===== src/rtl/soc_bus_pkg.sv =====
// Shared SoC bus constants: default widths, owner encoding and arbiter state type.
package soc_bus_pkg;

  localparam int unsigned BUS_DATA_W = 32;
  localparam int unsigned BUS_ADDR_W = 32;
  localparam int unsigned OWNER_W    = 2;
  localparam int unsigned HOLD_W     = 8;

  localparam logic [OWNER_W-1:0] OWNER_IDLE = 2'd0;
  localparam logic [OWNER_W-1:0] OWNER_M0   = 2'd1;
  localparam logic [OWNER_W-1:0] OWNER_M1   = 2'd2;

  // Owner of the previous cycle, as seen by the arbiter.
  typedef enum logic [1:0] {
    ST_IDLE = 2'd0,
    ST_OWN0 = 2'd1,
    ST_OWN1 = 2'd2
  } arb_state_e;

endpackage


===== src/rtl/rr_arbiter2.sv =====
// Two-request round-robin grant decision with optional lock-and-hold override.
module rr_arbiter2
  import soc_bus_pkg::*;
#(
  parameter int unsigned MAX_HOLD = 15
) (
  input  logic [1:0]        i_req,
  input  logic              i_last,
  input  logic [1:0]        i_prev,
  input  logic [1:0]        i_lock,
  input  logic [HOLD_W-1:0] i_hold_cnt,
  output logic [1:0]        o_gnt
);

  logic w_hold_ok;

  always_comb begin
    o_gnt     = 2'b00;
    w_hold_ok = (i_hold_cnt < HOLD_W'(MAX_HOLD));
    case (i_req)
      2'b01:   o_gnt = 2'b01;
      2'b10:   o_gnt = 2'b10;
      2'b11: begin
        // A locked previous owner keeps the bus until its hold budget runs out.
        if (i_prev[0] && i_lock[0] && w_hold_ok)      o_gnt = 2'b01;
        else if (i_prev[1] && i_lock[1] && w_hold_ok) o_gnt = 2'b10;
        else if (i_last)                              o_gnt = 2'b01;
        else                                          o_gnt = 2'b10;
      end
      default: o_gnt = 2'b00;
    endcase
  end

endmodule


===== src/rtl/mem_bus_arbiter.sv =====
// Two-master single-beat memory bus arbiter with read-return tracking.
// Define MEM_ARB_LOCK_EN to add mN_lock ports and the consecutive-grant hold counter.
module mem_bus_arbiter
  import soc_bus_pkg::*;
#(
  parameter int unsigned DATA_W   = BUS_DATA_W,
  parameter int unsigned ADDR_W   = BUS_ADDR_W,
  parameter int unsigned MAX_HOLD = 15
) (
  input  logic               clk,
  input  logic               reset,
  input  logic               m0_req,
  input  logic               m0_we,
  input  logic [ADDR_W-1:0]  m0_addr,
  input  logic [DATA_W-1:0]  m0_wdata,
  input  logic               m1_req,
  input  logic               m1_we,
  input  logic [ADDR_W-1:0]  m1_addr,
  input  logic [DATA_W-1:0]  m1_wdata,
`ifdef MEM_ARB_LOCK_EN
  input  logic               m0_lock,
  input  logic               m1_lock,
`endif
  output logic               m0_gnt,
  output logic [DATA_W-1:0]  m0_rdata,
  output logic               m0_rvalid,
  output logic               m1_gnt,
  output logic [DATA_W-1:0]  m1_rdata,
  output logic               m1_rvalid,
  output logic [ADDR_W-1:0]  bus_addr,
  output logic               bus_we,
  output logic [DATA_W-1:0]  bus_wdata,
  input  logic [DATA_W-1:0]  bus_rdata,
  output logic [OWNER_W-1:0] owner
);

  arb_state_e        r_state, w_next;
  logic              r_last;
  logic              r_rd_pending;
  logic              r_rd_owner;
  logic [1:0]        w_req;
  logic [1:0]        w_prev;
  logic [1:0]        w_lock;
  logic [HOLD_W-1:0] w_hold;
  logic [1:0]        w_arb_gnt;
  logic [1:0]        w_gnt;
  logic              w_rd_grant;

  assign w_req  = {m1_req, m0_req};
  assign w_prev = {r_state == ST_OWN1, r_state == ST_OWN0};

`ifdef MEM_ARB_LOCK_EN
  logic [HOLD_W-1:0] r_hold;
  logic [HOLD_W-1:0] w_hold_inc;

  assign w_lock     = {m1_lock, m0_lock};
  assign w_hold     = r_hold;
  assign w_hold_inc = (r_hold == {HOLD_W{1'b1}}) ? r_hold : r_hold + HOLD_W'(1);

  // Counts consecutive locked grants to the same owner; restarts on any ownership change.
  always_ff @(posedge clk) begin
    if (!reset)                     r_hold <= '0;
    else if (w_gnt[0] && m0_lock)   r_hold <= (r_state == ST_OWN0) ? w_hold_inc : HOLD_W'(1);
    else if (w_gnt[1] && m1_lock)   r_hold <= (r_state == ST_OWN1) ? w_hold_inc : HOLD_W'(1);
    else                            r_hold <= '0;
  end
`else
  assign w_lock = 2'b00;
  assign w_hold = '0;
`endif

  rr_arbiter2 #(
    .MAX_HOLD (MAX_HOLD)
  ) u_rr_arbiter2 (
    .i_req      (w_req),
    .i_last     (r_last),
    .i_prev     (w_prev),
    .i_lock     (w_lock),
    .i_hold_cnt (w_hold),
    .o_gnt      (w_arb_gnt)
  );

  // Grants are suppressed while reset is held so the bus stays quiet.
  assign w_gnt      = w_arb_gnt & {2{reset}};
  assign m0_gnt     = w_gnt[0];
  assign m1_gnt     = w_gnt[1];
  assign w_rd_grant = (w_gnt[0] && !m0_we) || (w_gnt[1] && !m1_we);

  always_ff @(posedge clk) begin
    if (!reset) r_state <= ST_IDLE;
    else        r_state <= w_next;
  end

  always_comb begin
    w_next = ST_IDLE;
    owner  = OWNER_IDLE;
    if (w_gnt[0]) begin
      w_next = ST_OWN0;
      owner  = OWNER_M0;
    end else if (w_gnt[1]) begin
      w_next = ST_OWN1;
      owner  = OWNER_M1;
    end
  end

  // Last owner defaults to master 1 so the first tie goes to master 0.
  always_ff @(posedge clk) begin
    if (!reset) begin
      r_last       <= 1'b1;
      r_rd_pending <= 1'b0;
      r_rd_owner   <= 1'b0;
    end else begin
      if (w_gnt[0])      r_last <= 1'b0;
      else if (w_gnt[1]) r_last <= 1'b1;
      r_rd_pending <= w_rd_grant;
      if (w_rd_grant) r_rd_owner <= w_gnt[1];
    end
  end

  always_comb begin
    bus_addr  = '0;
    bus_we    = 1'b0;
    bus_wdata = '0;
    if (w_gnt[0]) begin
      bus_addr  = m0_addr;
      bus_we    = m0_we;
      bus_wdata = m0_wdata;
    end else if (w_gnt[1]) begin
      bus_addr  = m1_addr;
      bus_we    = m1_we;
      bus_wdata = m1_wdata;
    end
  end

  assign m0_rvalid = reset && r_rd_pending && !r_rd_owner;
  assign m1_rvalid = reset && r_rd_pending &&  r_rd_owner;
  assign m0_rdata  = m0_rvalid ? bus_rdata : '0;
  assign m1_rdata  = m1_rvalid ? bus_rdata : '0;

endmodule


===== config.mk =====
export PLATFORM = sky130hd
export DESIGN_NAME = mem_bus_arbiter
export DESIGN_NICKNAME = d
export VERILOG_FILES = /design/src/rtl/soc_bus_pkg.sv /design/src/rtl/rr_arbiter2.sv /design/src/rtl/mem_bus_arbiter.sv
export SDC_FILE = /design/constraint.sdc
export NUM_CORES = 1
export LEC_CHECK = 0
export ABC_AREA = 1
export CAP_MARGIN = 20
export CORE_AREA = 2 2 116 118
export CTS_CLUSTER_DIAMETER = 100
export DETAILED_ROUTE_END_ITERATION = 16
export DIE_AREA = 0 0 118 120
export MAX_ROUTING_LAYER = met4
export PLACE_DENSITY = 0.62
export SLEW_MARGIN = 0
export SYNTH_ARGS = -nofsm -noshare
export SYNTH_HDL_FRONTEND = slang
export SYNTH_HIERARCHICAL = 1
export SYNTH_SLANG_ARGS = --single-unit

===== constraint.sdc =====
create_clock -name clk -period 1.33 [get_ports clk]
set_input_delay 0.133 -clock clk [delete_from_list [all_inputs] [get_ports clk]]
set_output_delay 0.133 -clock clk [all_outputs]
set_load 0.02 [all_outputs]

==> results_dict.tcl <==
set metrics [dict create \
    place.gp.congestion 0.763 \
    cts_max_level 1 \
    fp-row-count 42 \
    fin_crit_ns 1.84 \
    yosys-top-cells-count "nand2_1, nor2_1, inv_1" \
    drc 0 \
    fmax_mhz 544 \
    numPortBuffers 300 \
    cts_tree "built" \
    die_w_um 118 \
    crit_start "r_last" \
    cpPeakStageDelay_ns 0.31 \
    synth_area_leaders "nand2_1, nor2_1, inv_1" \
    grt_max_degree 12 \
    crit_family "buffers and inverters" \
    cts_sinks 5 \
    synth_cell_type_count 20 \
    area_delta_synth_final_pct 380 \
    cap_viol_max_count 0 \
    avgSynthCellArea_um2 4.27 \
    min_path_type "input port to register" \
    synth_top_area_share_pct 49.0 \
    violations "setup timing" \
    fin_area_um2 7600 \
    synth_edf_count 0 \
    yosys_warnings 6 \
    synth_most_common_cell "nand2_1" \
    rsz0062_at_grt "yes" \
    wire_per_inst_um 16.1 \
    clockBufferDepth 2 \
    dieArea_um2 14200 \
    vias 3784 \
    pre_cts_ws_ns -1.10 \
    antenna_left 0 \
    reg2reg_slack_ns -0.23 \
    globalRouteOverflowTotal 0 \
    ys_seq_area_share_pct 6.31 \
    setup_violations 134 \
    p_leak_nw 3.73 \
    cp_data_arrival_time_ns 1.71 \
    grt_use_total_pct 19.9 \
    hp-start "reset" \
    ir_drop_uv 318 \
    grt_pass1_vias 4065 \
    ys_ff_latch 5 \
    cpMostUsedCell "nand2_2" \
    async_flop_share_pct 0 \
    synth_top_cell_by_area "nand2_1" \
    start_kind "register" \
    synth_ff_type "dfxtp_1" \
    fin_ws_ns -0.509 \
    grt_pass1_wl_mm 21.4 \
    endpoint "bus_wdata[25]" \
    routed_wl_mm 15.2 \
    setup_tns_ns -38.06 \
    critPathBufInv 6 \
    min_path_cells 4 \
    placed_area_um2 4980 \
    drt_pre_antenna_iters 4 \
    rr_endpoint "r_rd_owner" \
    drive_gt1_share_pct 63.5 \
    coreArea_um2 13000 \
    root_buffer "clkbuf_16" \
    status "complete, but fails checks" \
    required_ns 1.20 \
    cp_cell_sequence "nand2_2, nand2_1, nand2_1, nand2_2, nand2_4, buf_6, inv_12, buf_12, buf_16, buf_8, nand2_4, nand2_2, buf_6" \
    cts_buffers 3 \
    vias_per_cell 4.00 \
    clk_latency_ns 0.23 \
    critical_path.slowest_cell "dfxtp_2" \
    syn_inst 371 \
    hold_viol_final 0 \
    clk_pin_slew_worst_paths_ns 0.03 \
    dp_hpwl_mm 8.41 \
    finalPower_w 0.00338 \
    hold_slack_ns 0.443 \
    power_density_nw_per_um2 445 \
    antenna_found_initial 2 \
    layout.nets 935 \
    drt_iter0_markers 106 \
    crit_path_max_fanout 7 \
    endpoint_kind "output pin" \
    critical_path_class "register to output pin" \
    rr_worst_depth 14 \
    finalCritPeriodShare_pct 138 \
    die_h_um 120 \
    r2r_start "r_last" \
    syn_area_um2 1590 \
    io_pins 301 \
    cp.depth 13 \
    start_util_pct 12.2 \
    clock_skew_ns 0.000823 \
    final_max_slew_viol_count 0 \
]
-- report_power, final --
part	internal (W)	leakage (nW)	switching, W
clock network	0.000398	0.0382	0.000105
registers	0.000167	0.0420	0.00000953
logic	0.00148	3.65	0.00122
total	0.00205	3.73	0.00133
-- through the flow --
step	utilization, %	instances
2_1_floorplan	-	380
3_3_place_gp	38.4	848
3_5_place_dp	38.4	848
4_1_cts	55.6	942
5_1_grt	58.6	946
6_report	58.6	946
-- repair_timing --
action | CTS | global route
endpoints found under the setup margin | 136 | 138
hold buffers | 0 | 0
setup buffers | 71 | 25
cloned | 20 | 0
gates resized for setup | 1079 | 172
pin swaps | 20 | 37
-- how the worst min path moves through the flow --
stage                    to  slack, ns
5_1_grt          r_rd_owner       0.48
4_1_cts          r_rd_owner       0.44
3_5_place_dp         r_last       0.46
2_1_floorplan  r_rd_pending       0.32
6_report         r_rd_owner       0.44
3_3_place_gp         r_last       0.47
-- worst min-delay path, delay by kind of cell --
kind                   cells  cell delay [ns]
buffers and inverters      2             0.41
and+or+nand+nor            2             0.09
-- sequential cells by signal, indices dropped and copies added (netlist names) --
name,cells
r_state,2
r_last,1
r_rd_owner,1
r_rd_pending,1
-- logic make-up after synthesis --
| kind of cell | Yosys count | share of synthesized area [%] |
|---|---|---|
| AND/OR/NAND/NOR | 288 | 70.2 |
| AO/OA/AOI/OAI | 2 | 0.710 |
| flip-flops | 5 | 6.31 |
| buffers and inverters | 75 | 22.6 |
| other | 1 | 0.237 |
-- layout make-up --
class	count	area, um2
Fill cell	1096	5380
Tap cell	176	220
Multi-Input combinational cell	300	2330
Clock buffer	4	78.8
Inverter	53	229
Sequential cell	5	104
Timing Repair Buffer	406	4640
Antenna cell	2	5.00
-- placed cells by master (no fill, tap or decap), types with 10 or more instances in the layout --
cell type        netlist  layout
nor2_4                 0      64
nand2_4                1      47
buf_12                 0      23
conb_1                 1      10
nand2_2                2     116
clkdlybuf4s50_1        0     162
buf_6                  7     183
nand2_1              207      46
buf_8                  0      11
buf_4                  2      18
inv_1                 50      48
-- layer usage --
metal  vias to the layer above  track usage [%]  part of all wire (%)
li1                       1848                -                     -
met1                      1724             21.1                    38
met2                       194             38.3                    55
met3                        18             3.47                   5.9
met4                         0             4.74                   1.8
met5                         -                -                     0
No activity file was read; power rests on OpenSTA's default activity.
